<file path="src/rtl/imem_fetch_controller.sv">
// Instruction fetch sequencer: single-outstanding imem reads, a small PC/instruction
// buffer toward IF/ID, redirect flush with stale-response discard, halt at END_ADDR.

package imem_fetch_pkg;
    localparam int unsigned XLEN = 64;
    localparam int unsigned ILEN = 32;
    localparam int unsigned CNTW = 32;

    typedef struct packed {
        logic [XLEN-1:0] pc;
        logic [ILEN-1:0] inst;
    } fetch_entry_t;
endpackage

module imem_fetch_controller
    import imem_fetch_pkg::*;
#(
    parameter logic [XLEN-1:0] RESET_PC   = 64'd0,
    parameter logic [XLEN-1:0] END_ADDR   = 64'd152,
    parameter int unsigned     FIFO_DEPTH = 2
) (
    input  logic            clk,
    input  logic            reset,
    output logic            imem_req,
    output logic [XLEN-1:0] imem_addr,
    input  logic            imem_rvalid,
    input  logic [ILEN-1:0] imem_rdata,
    input  logic            redirect_valid,
    input  logic [XLEN-1:0] redirect_pc,
    output logic            if_valid,
    output logic [XLEN-1:0] if_pc,
    output logic [ILEN-1:0] if_inst,
    input  logic            id_ready,
    output logic            halted,
    output logic            misalign_err,
    output logic [CNTW-1:0] fetch_count
);

    localparam int unsigned AW = (FIFO_DEPTH > 1) ? $clog2(FIFO_DEPTH) : 1;
    localparam int unsigned CW = AW + 1;

    typedef enum logic [1:0] {
        S_REQ  = 2'd0,
        S_WAIT = 2'd1,
        S_HALT = 2'd2,
        S_ERR  = 2'd3
    } state_t;

    state_t          state_q, state_d;
    logic [XLEN-1:0] fetch_pc_q, fetch_pc_d;
    logic [XLEN-1:0] req_pc_q, req_pc_d;
    logic            discard_q, discard_d;

    fetch_entry_t    fifo_mem [FIFO_DEPTH];
    fetch_entry_t    head_c;
    fetch_entry_t    push_entry_c;
    logic [AW-1:0]   wr_ptr_q, rd_ptr_q;
    logic [CW-1:0]   count_q;
    logic [CNTW-1:0] fetch_count_q;

    logic req_c, push_c, pop_c, flush_c, if_valid_c;
    logic redir_ok_c, redir_bad_c, slot_free_c;

    assign redir_ok_c  = redirect_valid && (redirect_pc[1:0] == 2'b00) && (state_q != S_ERR);
    assign redir_bad_c = redirect_valid && (redirect_pc[1:0] != 2'b00) && (state_q != S_ERR);
    // No request is outstanding in S_REQ, so only buffered entries occupy slots.
    assign slot_free_c = count_q < CW'(FIFO_DEPTH);

    assign if_valid_c   = (count_q != '0) && !redirect_valid && !reset;
    assign pop_c        = if_valid_c && id_ready;
    assign push_entry_c = '{pc: req_pc_q, inst: imem_rdata};

    // Next-state and request generation; redirect outranks push/pop.
    always_comb begin
        state_d    = state_q;
        fetch_pc_d = fetch_pc_q;
        req_pc_d   = req_pc_q;
        discard_d  = discard_q;
        req_c      = 1'b0;
        push_c     = 1'b0;
        flush_c    = 1'b0;

        if (redir_bad_c) begin
            state_d   = S_ERR;
            flush_c   = 1'b1;
            discard_d = 1'b0;
        end else begin
            case (state_q)
                S_REQ: begin
                    if (redir_ok_c) begin
                        flush_c    = 1'b1;
                        fetch_pc_d = redirect_pc;
                    end else if (slot_free_c) begin
                        req_c    = 1'b1;
                        req_pc_d = fetch_pc_q;
                        state_d  = S_WAIT;
                    end
                end
                S_WAIT: begin
                    if (redir_ok_c) begin
                        flush_c    = 1'b1;
                        fetch_pc_d = redirect_pc;
                        if (imem_rvalid) begin
                            discard_d = 1'b0;
                            state_d   = S_REQ;
                        end else begin
                            discard_d = 1'b1;
                        end
                    end else if (imem_rvalid) begin
                        if (discard_q) begin
                            discard_d = 1'b0;
                            state_d   = S_REQ;
                        end else begin
                            push_c     = 1'b1;
                            fetch_pc_d = req_pc_q + XLEN'(4);
                            state_d    = (req_pc_q == END_ADDR) ? S_HALT : S_REQ;
                        end
                    end
                end
                S_HALT: begin
                    if (redir_ok_c) begin
                        flush_c    = 1'b1;
                        fetch_pc_d = redirect_pc;
                        state_d    = S_REQ;
                    end
                end
                S_ERR: begin
                end
            endcase
        end
    end

    always_ff @(posedge clk) begin
        if (reset) begin
            state_q    <= S_REQ;
            fetch_pc_q <= RESET_PC;
            req_pc_q   <= RESET_PC;
            discard_q  <= 1'b0;
        end else begin
            state_q    <= state_d;
            fetch_pc_q <= fetch_pc_d;
            req_pc_q   <= req_pc_d;
            discard_q  <= discard_d;
        end
    end

    // Instruction buffer; simultaneous push and pop leave the fill level unchanged.
    always_ff @(posedge clk) begin
        if (reset) begin
            wr_ptr_q      <= '0;
            rd_ptr_q      <= '0;
            count_q       <= '0;
            fetch_count_q <= '0;
            for (int unsigned i = 0; i < FIFO_DEPTH; i++) begin
                fifo_mem[i] <= '0;
            end
        end else if (flush_c) begin
            wr_ptr_q <= '0;
            rd_ptr_q <= '0;
            count_q  <= '0;
        end else begin
            if (push_c) begin
                fifo_mem[wr_ptr_q] <= push_entry_c;
                wr_ptr_q           <= wr_ptr_q + AW'(1);
            end
            if (pop_c) begin
                rd_ptr_q      <= rd_ptr_q + AW'(1);
                fetch_count_q <= fetch_count_q + CNTW'(1);
            end
            if (push_c && !pop_c) begin
                count_q <= count_q + CW'(1);
            end else if (!push_c && pop_c) begin
                count_q <= count_q - CW'(1);
            end
        end
    end

    assign head_c       = fifo_mem[rd_ptr_q];
    assign imem_req     = req_c && !reset;
    assign imem_addr    = fetch_pc_q;
    assign if_valid     = if_valid_c;
    assign if_pc        = head_c.pc;
    assign if_inst      = head_c.inst;
    assign halted       = (state_q == S_HALT);
    assign misalign_err = (state_q == S_ERR);
    assign fetch_count  = fetch_count_q;

endmodule

</file>
<file path="config.mk">
export PLATFORM = sky130hd
export DESIGN_NAME = imem_fetch_controller
export DESIGN_NICKNAME = d
export VERILOG_FILES = /design/src/rtl/imem_fetch_controller.sv
export SDC_FILE = /design/constraint.sdc
export NUM_CORES = 1
export LEC_CHECK = 0
export BUFFER_PORTS_ARGS = -buffer_cell sky130_fd_sc_hd__buf_2
export CORE_MARGIN = 8
export CORE_UTILIZATION = 30
export CTS_CLUSTER_SIZE = 24
export DETAILED_ROUTE_END_ITERATION = 12
export PLACE_DENSITY = 0.47
export SYNTH_ARGS = -nofsm -noshare
export SYNTH_HDL_FRONTEND = slang
export SYNTH_SLANG_ARGS = --single-unit
</file>
<file path="constraint.sdc">
create_clock -name clk -period 25 [get_ports clk]
set_input_delay 3.75 -clock clk [delete_from_list [all_inputs] [get_ports clk]]
set_output_delay 3.75 -clock clk [all_outputs]
set_load 0.05 [all_outputs]
</file>
==> results of run 1 <==
[where the power goes]
group	switching, mW	total [mW]	internal (mW)
clock	0.252	0.614	0.362
sequential	0.0491	0.727	0.678
combinational	0.327	0.428	0.101
total	0.628	1.77	1.14
[cell usage after synthesis (2+ instances only)]
library cell / instances
nor2_1: 60
o211ai_1: 3
and4_1: 10
nand4_1: 28
nand4b_1: 4
mux2_2: 97
nor4_1: 57
a211oi_1: 5
nand4_4: 2
a211o_1: 8
buf_1: 8
clkbuf_1: 95
and3_1: 10
mux2i_1: 2
a22oi_1: 23
buf_2: 20
nor3_1: 34
xnor2_1: 59
a31o_2: 3
o221ai_1: 12
inv_1: 20
and2_1: 182
edfxtp_1: 192
nand3_1: 31
o21a_1: 3
nor2b_1: 3
o22ai_1: 23
a31oi_1: 8
ha_1: 8
o21ai_0: 25
or4_1: 4
a2111oi_0: 2
buf_4: 4
nand2_1: 183
xor2_1: 20
a21oi_1: 110
dfxtp_1: 168
a221oi_1: 2
or3_1: 16
[final cells by class]
class                      count  area share [%]
clock buffer                  69            6.65
clock inverter                10           0.238
inverter                      21           0.395
multi-input combinational   1061            34.4
sequential                   360            45.8
tap                          704            4.41
timing repair buffer         315            8.17
[cell usage in the layout, fill, tap and decap left out, types with 5 or more instances in the layout]
| master | Yosys | layout |
|---|---|---|
| nor3_1 | 34 | 33 |
| and3_1 | 10 | 10 |
| clkbuf_8 | 0 | 9 |
| and4_1 | 10 | 10 |
| mux2_2 | 97 | 97 |
| clkinv_1 | 1 | 5 |
| nand4_1 | 28 | 28 |
| nor4_1 | 57 | 57 |
| xnor2_1 | 59 | 59 |
| inv_1 | 20 | 20 |
| o22ai_1 | 23 | 23 |
| nand3_1 | 31 | 31 |
| a21oi_1 | 110 | 110 |
| a31oi_1 | 8 | 8 |
| buf_4 | 4 | 19 |
| and2_1 | 182 | 181 |
| a211o_1 | 8 | 8 |
| o21ai_0 | 25 | 24 |
| nor2_1 | 60 | 59 |
| clkinv_2 | 0 | 5 |
| xor2_1 | 20 | 20 |
| clkbuf_1 | 95 | 14 |
| nand2_1 | 183 | 181 |
| buf_2 | 20 | 295 |
| a22oi_1 | 23 | 23 |
| a211oi_1 | 5 | 5 |
| dfxtp_1 | 168 | 167 |
| ha_1 | 8 | 8 |
| clkbuf_16 | 0 | 46 |
| edfxtp_1 | 192 | 192 |
| or3_1 | 16 | 16 |
| o221ai_1 | 12 | 12 |
[metrics by stage]
stage / cells / setup WS (ns) / area [um^2] / hold slack (ns) / power [mW]
after detailed placement: 2461 / 16.36 / 18600 / 0.462 / 1.17
final: 2540 / 16.44 / 20000 / 0.467 / 1.77
after floorplan: 1571 / 13.07 / 16500 / 0.463 / 1.03
after global routing: 2540 / 16.35 / 20000 / 0.490 / 1.85
after global placement: 2461 / 16.31 / 18600 / 0.453 / 1.17
after CTS: 2540 / 16.35 / 20000 / 0.470 / 1.79
[state kept, by name, indices dropped and copies added, names as in the netlist, named ones only]
name,count
fifo_mem,192
imem_addr,64
req_pc_q,64
fetch_count,32
count_q,2
state_q,2
discard_q,1
rd_ptr_q,1
wr_ptr_q,1
[per-layer routing]
metal | global-route usage, % | wire length, um | vias up
met1 | 22.8 | 25000 | 6407
met4 | 5.59 | 1340 | 2
met3 | 3.28 | 2970 | 71
met2 | 28.1 | 26500 | 337
met5 | 0 | 12 | -
li1 | - | - | 6105
[worst max-delay path by stage]
| stage | to | slack [ns] | cells past startpoint |
|---|---|---|---|
| 2_1_floorplan | fifo_mem[0][0]$_SDFFCE_PN0P_ | 13.07 | 4 |
| 3_3_place_gp | if_valid | 16.31 | 3 |
| 3_5_place_dp | if_valid | 16.36 | 3 |
| 4_1_cts | if_valid | 16.35 | 3 |
| 5_1_grt | if_valid | 16.35 | 3 |
| 6_report | imem_req | 16.44 | 6 |
[cell families (layout without fill, tap and decap cells)]
| kind of cell | count (synthesis) | in the layout | synth area share [%] |
|---|---|---|---|
| multiplexers | 99 | 99 | 6.72 |
| AO/OA/AOI/OAI | 236 | 236 | 8.73 |
| AND/OR/NAND/NOR | 639 | 639 | 20.9 |
| buffers and inverters | 150 | 415 | 3.70 |
| adder cells (fa/ha/maj) | 8 | 8 | 0.605 |
| XOR/XNOR | 79 | 79 | 4.18 |
| flip-flops | 360 | 360 | 55.2 |
[critical path, stage by stage]
cell and delay (ns):
buf_2 0.20, nor2b_1 0.33, nor2_1 0.11, nand2_2 0.11, nor2_1 0.05, buf_2 0.25
==> out/metrics.cfg, run 1 <==
[clocking]
cts_inserted_buffers=44
cts_max_path_buffers=3
cts.htree.levels=2
clk_latency_ns=0.57
cts_tree=built
cts_resized=0
hold_buffers=0
root_buffer=clkbuf_16
numClockSinks=360
path_clk_slew_ns=0.06
post-cts-setup-buffers=0

[pwr]
power.density_mw_per_mm2=88.6
irDropWorstVdd_v=0.0000577
power.leakage_nw=7.41

[grt]
grt_max_degree=106
overflow=0
grt_pass1_vias=12900
grt_first_pass_wirelength_um=83700
antenna_found_initial=2
grtUsageTotal_pct=17.2

[placed_design]
place.gp.congestion=0.765
io_buffers=296
dp_hpwl_um=36800

[sta]
rsz0062_at_grt=false
fin_tns_setup_ns=0
layout_worst_path_cycle_share_pct=34.3
fmax_ghz=0.117
fin_skew_ns=0.0163
hold_viol_final=0
min_period_ns=8.56
worst_pin_slew_ns=1.04
setup_viol=0
slew_headroom_pct=30.9
drv_slew=0

[route]
first_iter_violations=802
wl_per_cell_um=22.0
via_per_inst=5.09
ant_nets=0
drc=0
first_pass_iters=5
vias=12900
finalWirelength_um=55800

[min_path]
min_from=imem_addr[0]$_SDFFE_PP0P_
worstHoldEndpoint=req_pc_q[0]$_SDFFE_PP0P_
hold_path_class=flop to flop
hold_depth=2

[setup_path]
critPathLaunch=redirect_valid
r2r-end=fifo_mem[1][47]$_SDFFCE_PN0P_
reg2regPathDepth=7
worst-endpoint-arrival_ns=4.81
worstPathRequired_ns=21.25
timing.rr.start=state_q[1]$_SDFFE_PP0P_
crit_type=input pin to primary output
worstSetupEndpointType=primary output
r2r_slack_ns=20.99
critPathMaxFanout=7
cp-start-kind=input pin

[synthesis]
synth_edf_count=192
synth_area_mm2=0.0165
yosys.cell_types.count=66
syn_area_per_cell_um2=10.5
synth_ff_type=edfxtp_1
synth_top_area_cell=edfxtp_1
synth_area_leaders=edfxtp_1 (35%), dfxtp_1 (20%), and2_1 (6.9%)
synth_warnings=0
ys_ff_latch=360
yosysTopAreaCellShare_pct=34.8
synthCells=1571
syn_nets=1680
synthArstFlopShare_pct=0
seq_area_frac_synth_pct=55.2

[floorplan]
ios=297
die_area_mm2=0.0629
die_height_um=251
num_rows=86
core_mm2=0.0548
die_x_um=251
start_util_pct=30.2

[run_status]
status=finished, final reports clean

[layout]
nets=1912
postLayoutCoreUtil_pct=36.4
fillers=5524
n_antenna_cell=0
drive_above_1_share_pct=27.0
regArea_mm2=0.00913
syn_to_final_growth_pct=20.6
multi_input_area_mm2=0.00686

[flow_run]
max_cap_viol_count=0

No activity file was read; power rests on OpenSTA's default activity.
==> inputs of run 2 (changes only) <==
--- a/config.mk
+++ b/config.mk
@@ -10,7 +10,7 @@
 export CORE_UTILIZATION = 30
 export CTS_CLUSTER_SIZE = 24
 export DETAILED_ROUTE_END_ITERATION = 12
-export PLACE_DENSITY = 0.47
+export PLACE_DENSITY = 0.49
 export SYNTH_ARGS = -nofsm -noshare
 export SYNTH_HDL_FRONTEND = slang
 export SYNTH_SLANG_ARGS = --single-unit
==> constraint.sdc (replaced) <==
create_clock -name clk -period 7.7 [get_ports clk]
set_input_delay 1.155 -clock clk [delete_from_list [all_inputs] [get_ports clk]]
set_output_delay 1.155 -clock clk [all_outputs]
set_load 0.05 [all_outputs]
==> run 2 against run 1 <==
Effect of this change: global-route usage down 0.45 points; sequential cell count unchanged; total power rose to 3.3 times the previous value; critical path type is now flop to primary output; highest routed layer unchanged; utilization up 0.094 points; critical path depth down 3; sequential share of layout area down 0.12 points; critical endpoint is now if_pc[9]; hold slack worse by 0.0040 ns; non-clock buffer count down 2.
==> out/metrics.cfg, run 2 (synthesis gave the netlist of run 1 again) <==
[run_status]
status=finished, final reports clean

[grt]
grt_max_degree=91  ; -14%
grtUsageTotal_pct=16.8  ; -0.45 points
overflow=0  ; unchanged
antenna_found_initial=7  ; +5
grt_pass1_vias=12900  ; -0.17%
grt_first_pass_wirelength_um=82300  ; -1.7%

[setup_path]
cp-start-kind=flop
worst-endpoint-arrival_ns=2.87  ; -1.94 ns
worstPathRequired_ns=6.55  ; -14.70 ns
crit_type=flop to primary output
worstSetupEndpointType=primary output
timing.rr.start=state_q[0]$_SDFFE_PP0P_
critPathMaxFanout=49  ; +42

[floorplan]
die_area_mm2=0.0629  ; unchanged
start_util_pct=30.2  ; unchanged
ios=297  ; unchanged
core_mm2=0.0548  ; unchanged
die_x_um=251  ; unchanged
num_rows=86  ; unchanged
die_height_um=251  ; unchanged

[sta]
setup_viol=0  ; unchanged
rsz0062_at_grt=false
worst_pin_slew_ns=1.24  ; +0.208 ns
slew_headroom_pct=16.2  ; -15 points
fin_tns_setup_ns=0  ; unchanged
hold_viol_final=0  ; unchanged
min_period_ns=4.02
fmax_ghz=0.249
layout_worst_path_cycle_share_pct=52.2
drv_slew=0  ; unchanged
fin_skew_ns=0.0271  ; +0.0109 ns

[layout]
drive_above_1_share_pct=27.2  ; +0.23 points
regMostFlops=fifo_mem
fillers=5496  ; -0.51%
regArea_mm2=0.00913  ; unchanged
final_common_cell=buf_2
largest_register_ffs=192  ; unchanged
multi_input_area_mm2=0.00686  ; unchanged
finish.instance_area_mm2=0.0200  ; +0.26%
syn_to_final_growth_pct=20.9
nets=1909  ; -0.16%
postLayoutCoreUtil_pct=36.5  ; +0.094 points
instances_no_fill=2539  ; -0.039%
n_antenna_cell=0  ; unchanged
layout_common_cells=buf_2 (295), edfxtp_1 (192), nand2_1 (181), and2_1 (181), dfxtp_1 (167)

[placed_design]
place.gp.congestion=0.786  ; +2.7%
dp.cells=2459  ; -0.081%
dp_hpwl_um=37100  ; +0.91%
io_buffers=296  ; unchanged
dpl-instance-area_mm2=0.0186  ; about the same

[clocking]
cts_resized=0  ; unchanged
cts_tree=built
cts.htree.levels=2  ; unchanged
clk_latency_ns=0.57  ; about the same
cts_inserted_buffers=43  ; -2.3%
path_clk_slew_ns=0.06  ; about the same
cts_max_path_buffers=3  ; unchanged
root_buffer=clkbuf_16
post-cts-setup-buffers=0  ; unchanged
numClockSinks=360  ; unchanged
hold_buffers=0  ; unchanged

[route]
first_pass_iters=5  ; unchanged
drc=0  ; unchanged
first_iter_violations=791  ; -1.4%
wl_per_cell_um=21.5  ; -2.0%
via_per_inst=5.09  ; +0.12%
finalWirelength_um=54700  ; -2.1%
ant_nets=0  ; unchanged
vias=12900  ; +0.085%

[pwr]
power.density_mw_per_mm2=288  ; +220%
finalPower_mw=5.76  ; +230%
irDropWorstVdd_v=0.000138  ; +140%
power.leakage_nw=7.44  ; +0.37%

[min_path]
hold_path_class=flop to flop
min_from=imem_addr[49]$_SDFFE_PP0P_

[flow_run]
max_cap_viol_count=0  ; unchanged

[run 2: report_power, final]
| part | switching, mW | internal (mW) | leakage (nW) |
|---|---|---|---|
| sequential | 0.153 | 2.20 | 3.35 |
| clock | 0.819 | 1.22 | 0.710 |
| combinational | 1.04 | 0.320 | 3.38 |
| total | 2.01 | 3.74 | 7.44 |
[run 2: per-layer routing]
metal / share of wire (%) / global-route usage, % / routed length (um) / vias to the layer above
met3: 5.8 / 3.59 / 3190 / 79
li1: - / - / - / 6095
met4: 2.4 / 4.59 / 1330 / 4
met1: 44 / 22.3 / 24300 / 6400
met2: 47 / 27.3 / 25800 / 355
met5: 0.042 / 0 / 23 / -
[run 2: area by class of cell]
cell class              count  area share (%)
repair buffers            313            8.07
clock buffers              66            6.63
flip-flops and latches    360            45.6
well taps                 704            4.40
multi-input cells        1061            34.3
inverters                  21           0.394
clock inverters            14           0.575
[run 2: per-stage QoR]
step	hold WS (ns)	setup slack [ns]
2_1_floorplan	0.463	0.960
6_report	0.463	3.68
4_1_cts	0.462	3.53
3_3_place_gp	0.457	3.28
3_5_place_dp	0.460	3.18
5_1_grt	0.492	3.50
[run 2: worst paths after layout]
check / end / slack [ns] / depth (start not counted)
setup / recovery: if_pc[9] / 3.68 / 3
hold / removal: req_pc_q[49]$_SDFFE_PP0P_ / 0.46 / 2
setup reg to reg: fifo_mem[1][40]$_SDFFCE_PN0P_ / 3.94 / 8
hold reg to reg: req_pc_q[49]$_SDFFE_PP0P_ / 0.46 / 2
[run 2: critical path: stages, from the launching register on]
cell and delay [ns]:
dfxtp_4 0.81, buf_4 0.74, mux2_2 0.46, buf_2 0.23
==> inputs of run 3 (changes only) <==
--- a/config.mk
+++ b/config.mk
@@ -5,6 +5,7 @@
 export SDC_FILE = /design/constraint.sdc
 export NUM_CORES = 1
 export LEC_CHECK = 0
+export ABC_AREA = 1
 export BUFFER_PORTS_ARGS = -buffer_cell sky130_fd_sc_hd__buf_2
 export CORE_MARGIN = 8
 export CORE_UTILIZATION = 30
==> constraint.sdc (replaced) <==
create_clock -name clk -period 3.5 [get_ports clk]
set_input_delay 0.525 -clock clk [delete_from_list [all_inputs] [get_ports clk]]
set_output_delay 0.525 -clock clk [all_outputs]
set_load 0.05 [all_outputs]
==> run 3 against run 2 <==
Effect of this change: sequential power is 140% higher; first-iteration DRC count is 31% higher; register-to-register slack worse by 3.2 ns; via count is 17% higher; synthesized cell count is 32% higher; global-route usage is 1.3 points higher; setup slack worse by 3.0 ns; non-clock buffer count is 1 lower; combinational power grew to 3.3 times the previous value; sequential share of layout area is 2.5 points lower; cell area is 5.7% higher; clock-buffer cell count is 8 lower; critical path type unchanged.
==> out/metrics.cfg, run 3 <==
[pwr]
switching_share_pct=39.6  ; +4.6 points
irDropWorstVdd_v=0.000472  ; +240%
p_sw_mw=5.86  ; +190%
pwr-share-clk_pct=30.9  ; -4.6 points
combPwrFrac_pct=30.7  ; +7.0 points
intPower_mw=8.94  ; +140%
power.leakage_nw=8.52  ; +15%
power.density_mw_per_mm2=699  ; +140%
finalPower_mw=14.8  ; +160%
p_seq_share_pct=38.4  ; -2.5 points

[grt]
grt_first_pass_wirelength_um=92900  ; +13%
grt_max_degree=129  ; +42%
grtUsageTotal_pct=18.1  ; +1.3 points
grt_pass1_vias=15200  ; +18%
antenna_found_initial=12  ; +5
overflow=0  ; unchanged

[route]
first_pass_iters=5  ; unchanged
vias=15100  ; +17%
ant_nets=0  ; unchanged
first_iter_violations=1040  ; +31%
wl_per_cell_um=19.9  ; -7.7%
drc=0  ; unchanged
finalWirelength_um=62400  ; +14%
via_per_inst=4.83  ; -5.3%

[floorplan]
core_mm2=0.0576  ; +5.1%
start_util_pct=30.3  ; +0.11 points
num_rows=88  ; +2.3%
ios=297  ; unchanged
die_x_um=257  ; +2.6%
die_height_um=257  ; +2.6%
die_area_mm2=0.0662  ; +5.2%

[synthesis]
syn_nets=2177  ; +30%
syn_area_per_cell_um2=8.44  ; -20%
synth_top_area_cell=edfxtp_1
synth_edf_count=192  ; unchanged
synthCells=2068  ; +32%
synth_commonest_cells=nor2_1 (400), nand2_1 (340), a21oi_1 (196)
synth_warnings=0  ; unchanged
ys_ff_latch=360  ; unchanged
yosysMostFrequentCell=nor2_1
synth_area_leaders=edfxtp_1 (33%), dfxtp_1 (19%), nor2_1 (8.6%)
synth_area_mm2=0.0175  ; +5.5%
yosys.cell_types.count=43  ; -35%
yosysTopAreaCellShare_pct=33.0  ; -1.8 points
synth_ff_type=edfxtp_1
seq_area_frac_synth_pct=52.3  ; -2.9 points
synthArstFlopShare_pct=0  ; unchanged

[clocking]
cts.htree.levels=2  ; unchanged
clk_latency_ns=0.57  ; about the same
cts_inserted_buffers=42  ; -2.3%
cts_tree=built
numClockSinks=360  ; unchanged
hold_buffers=0  ; unchanged
path_clk_slew_ns=0.06  ; about the same
cts_max_path_buffers=3  ; unchanged
cts_resized=0  ; unchanged
post-cts-setup-buffers=0  ; unchanged
root_buffer=clkbuf_16

[setup_path]
slowest_stage=dfxtp_4
crit_type=flop to primary output
worstPathRequired_ns=2.97  ; -3.58 ns
cp-start-kind=flop
critPathMaxFanout=28  ; -43%
timing.rr.start=state_q[0]$_SDFFE_PP0P_
crit_chain=buf_4 > mux2_2 > buf_2
slowest_delay_ns=0.63  ; -0.18 ns
worstSetupEndpointType=primary output
worst-endpoint-arrival_ns=2.32  ; -0.55 ns

[min_path]
hold_path_class=input pin to flop
min_from=redirect_pc[3]

[sta]
layout_worst_path_cycle_share_pct=81.4
hold_viol_final=0  ; unchanged
slew_headroom_pct=34.1  ; +18 points
fin_ws_ns=0.652  ; -3.03 ns
rsz0062_at_grt=false
fmax_ghz=0.351
worst_pin_slew_ns=0.989  ; -0.256 ns
min_period_ns=2.85
drv_slew=0  ; unchanged
fin_tns_setup_ns=0  ; unchanged
setup_viol=0  ; unchanged
fin_skew_ns=0.0197  ; -0.00747 ns

[placed_design]
dp.cells=3054  ; +24%
dp_hpwl_um=46200  ; +24%
place.gp.congestion=0.905  ; +15%
dp_slack_ns=0.618  ; -2.56 ns
io_buffers=296  ; unchanged
dpl-instance-area_mm2=0.0197  ; +6.3%

[layout]
fillers=6033  ; +9.8%
final_common_cell=nor2_1
largest_register_ffs=192  ; unchanged
instances_no_fill=3138  ; +24%
syn_to_final_growth_pct=21.2
finish.instance_area_mm2=0.0212  ; +5.7%
multi_input_area_mm2=0.00721  ; +5.1%
drive_above_1_share_pct=22.0  ; -5.2 points
nets=2442  ; +28%
regArea_mm2=0.00913  ; unchanged
regMostFlops=fifo_mem
layout_common_cells=nor2_1 (400), nand2_1 (336), buf_2 (296)

[run_status]
status=finished, final reports clean

[flow_run]
max_cap_viol_count=0  ; unchanged

==> run 3: cell types whose count changed in the layout (fill, tap and decap cells not counted), sizes merged, moves of 51 or more <==
cell	before	now
xnor2	59	5
a21oi	110	197
nand3	32	105
nor4	59	8
inv	22	198
nor2	61	421
o21ai	26	146
and2	182	2
nand2	183	351
==> run 3: critical path: cells and delay by family, from the launching register on <==
family                 cells  cell delay (ns)
buffers and inverters      2             0.68
DFF                        1             0.63
muxes                      1             0.42
==> run 3: metrics by stage <==
step           hold WS [ns]  util, %
3_3_place_gp          0.460     34.3
2_1_floorplan         0.447        -
4_1_cts               0.200     36.7
6_report              0.226     36.7
5_1_grt               0.208     36.7
3_5_place_dp          0.466     34.3
==> run 3: layout make-up <==
type | count | share of cell area, %
antenna | 7 | 0.0828
clock buffer | 58 | 5.49
clock inverter | 19 | 1.17
inverter | 197 | 3.50
multi-input combinational | 1420 | 34.1
sequential | 360 | 43.2
tap | 765 | 4.52
timing repair buffer | 312 | 7.98
==> run 3: logic make-up (layout without fill, tap and decap cells) <==
group           after synthesis  in the layout  share of synthesized area, %
other cells                   0              7                             0
buf+inv                     288            586                          6.65
fa+ha+maj                     8              8                         0.573
simple gates                943            943                          23.0
mux                          96             96                          6.19
flops                       360            360                          52.3
xor+xnor                     20             20                          1.00
compound gates              353            353                          10.3
==> run 3: final timing paths <==
kind	endpoint	cells past startpoint	slack (ns)
setup / recovery	if_pc[63]	3	0.65
hold / removal	imem_addr[3]$_SDFFE_PP0P_	3	0.23
setup reg to reg	fifo_mem[0][23]$_SDFFCE_PN0P_	7	0.76
hold reg to reg	imem_addr[52]$_SDFFE_PP0P_	2	0.48
==> run 3: per-layer routing <==
| layer | GRT usage (%) | part of all wire (%) | vias up |
|---|---|---|---|
| met5 | 0 | 0.079 | - |
| met3 | 5.22 | 7.1 | 87 |
| met1 | 22.9 | 43 | 7222 |
| li1 | - | - | 7423 |
| met2 | 29.9 | 47 | 404 |
| met4 | 4.76 | 2.4 | 8 |
==> run 3: power groups by stage <==
stage	registers (mW)	clock network, mW	logic (mW)
finish	5.68	4.57	4.55
CTS	5.67	4.65	4.61
detailed placement	5.76	0	4.58
global placement	5.74	0	4.55
global route	5.76	4.82	4.96
floorplan	6.38	0	2.48
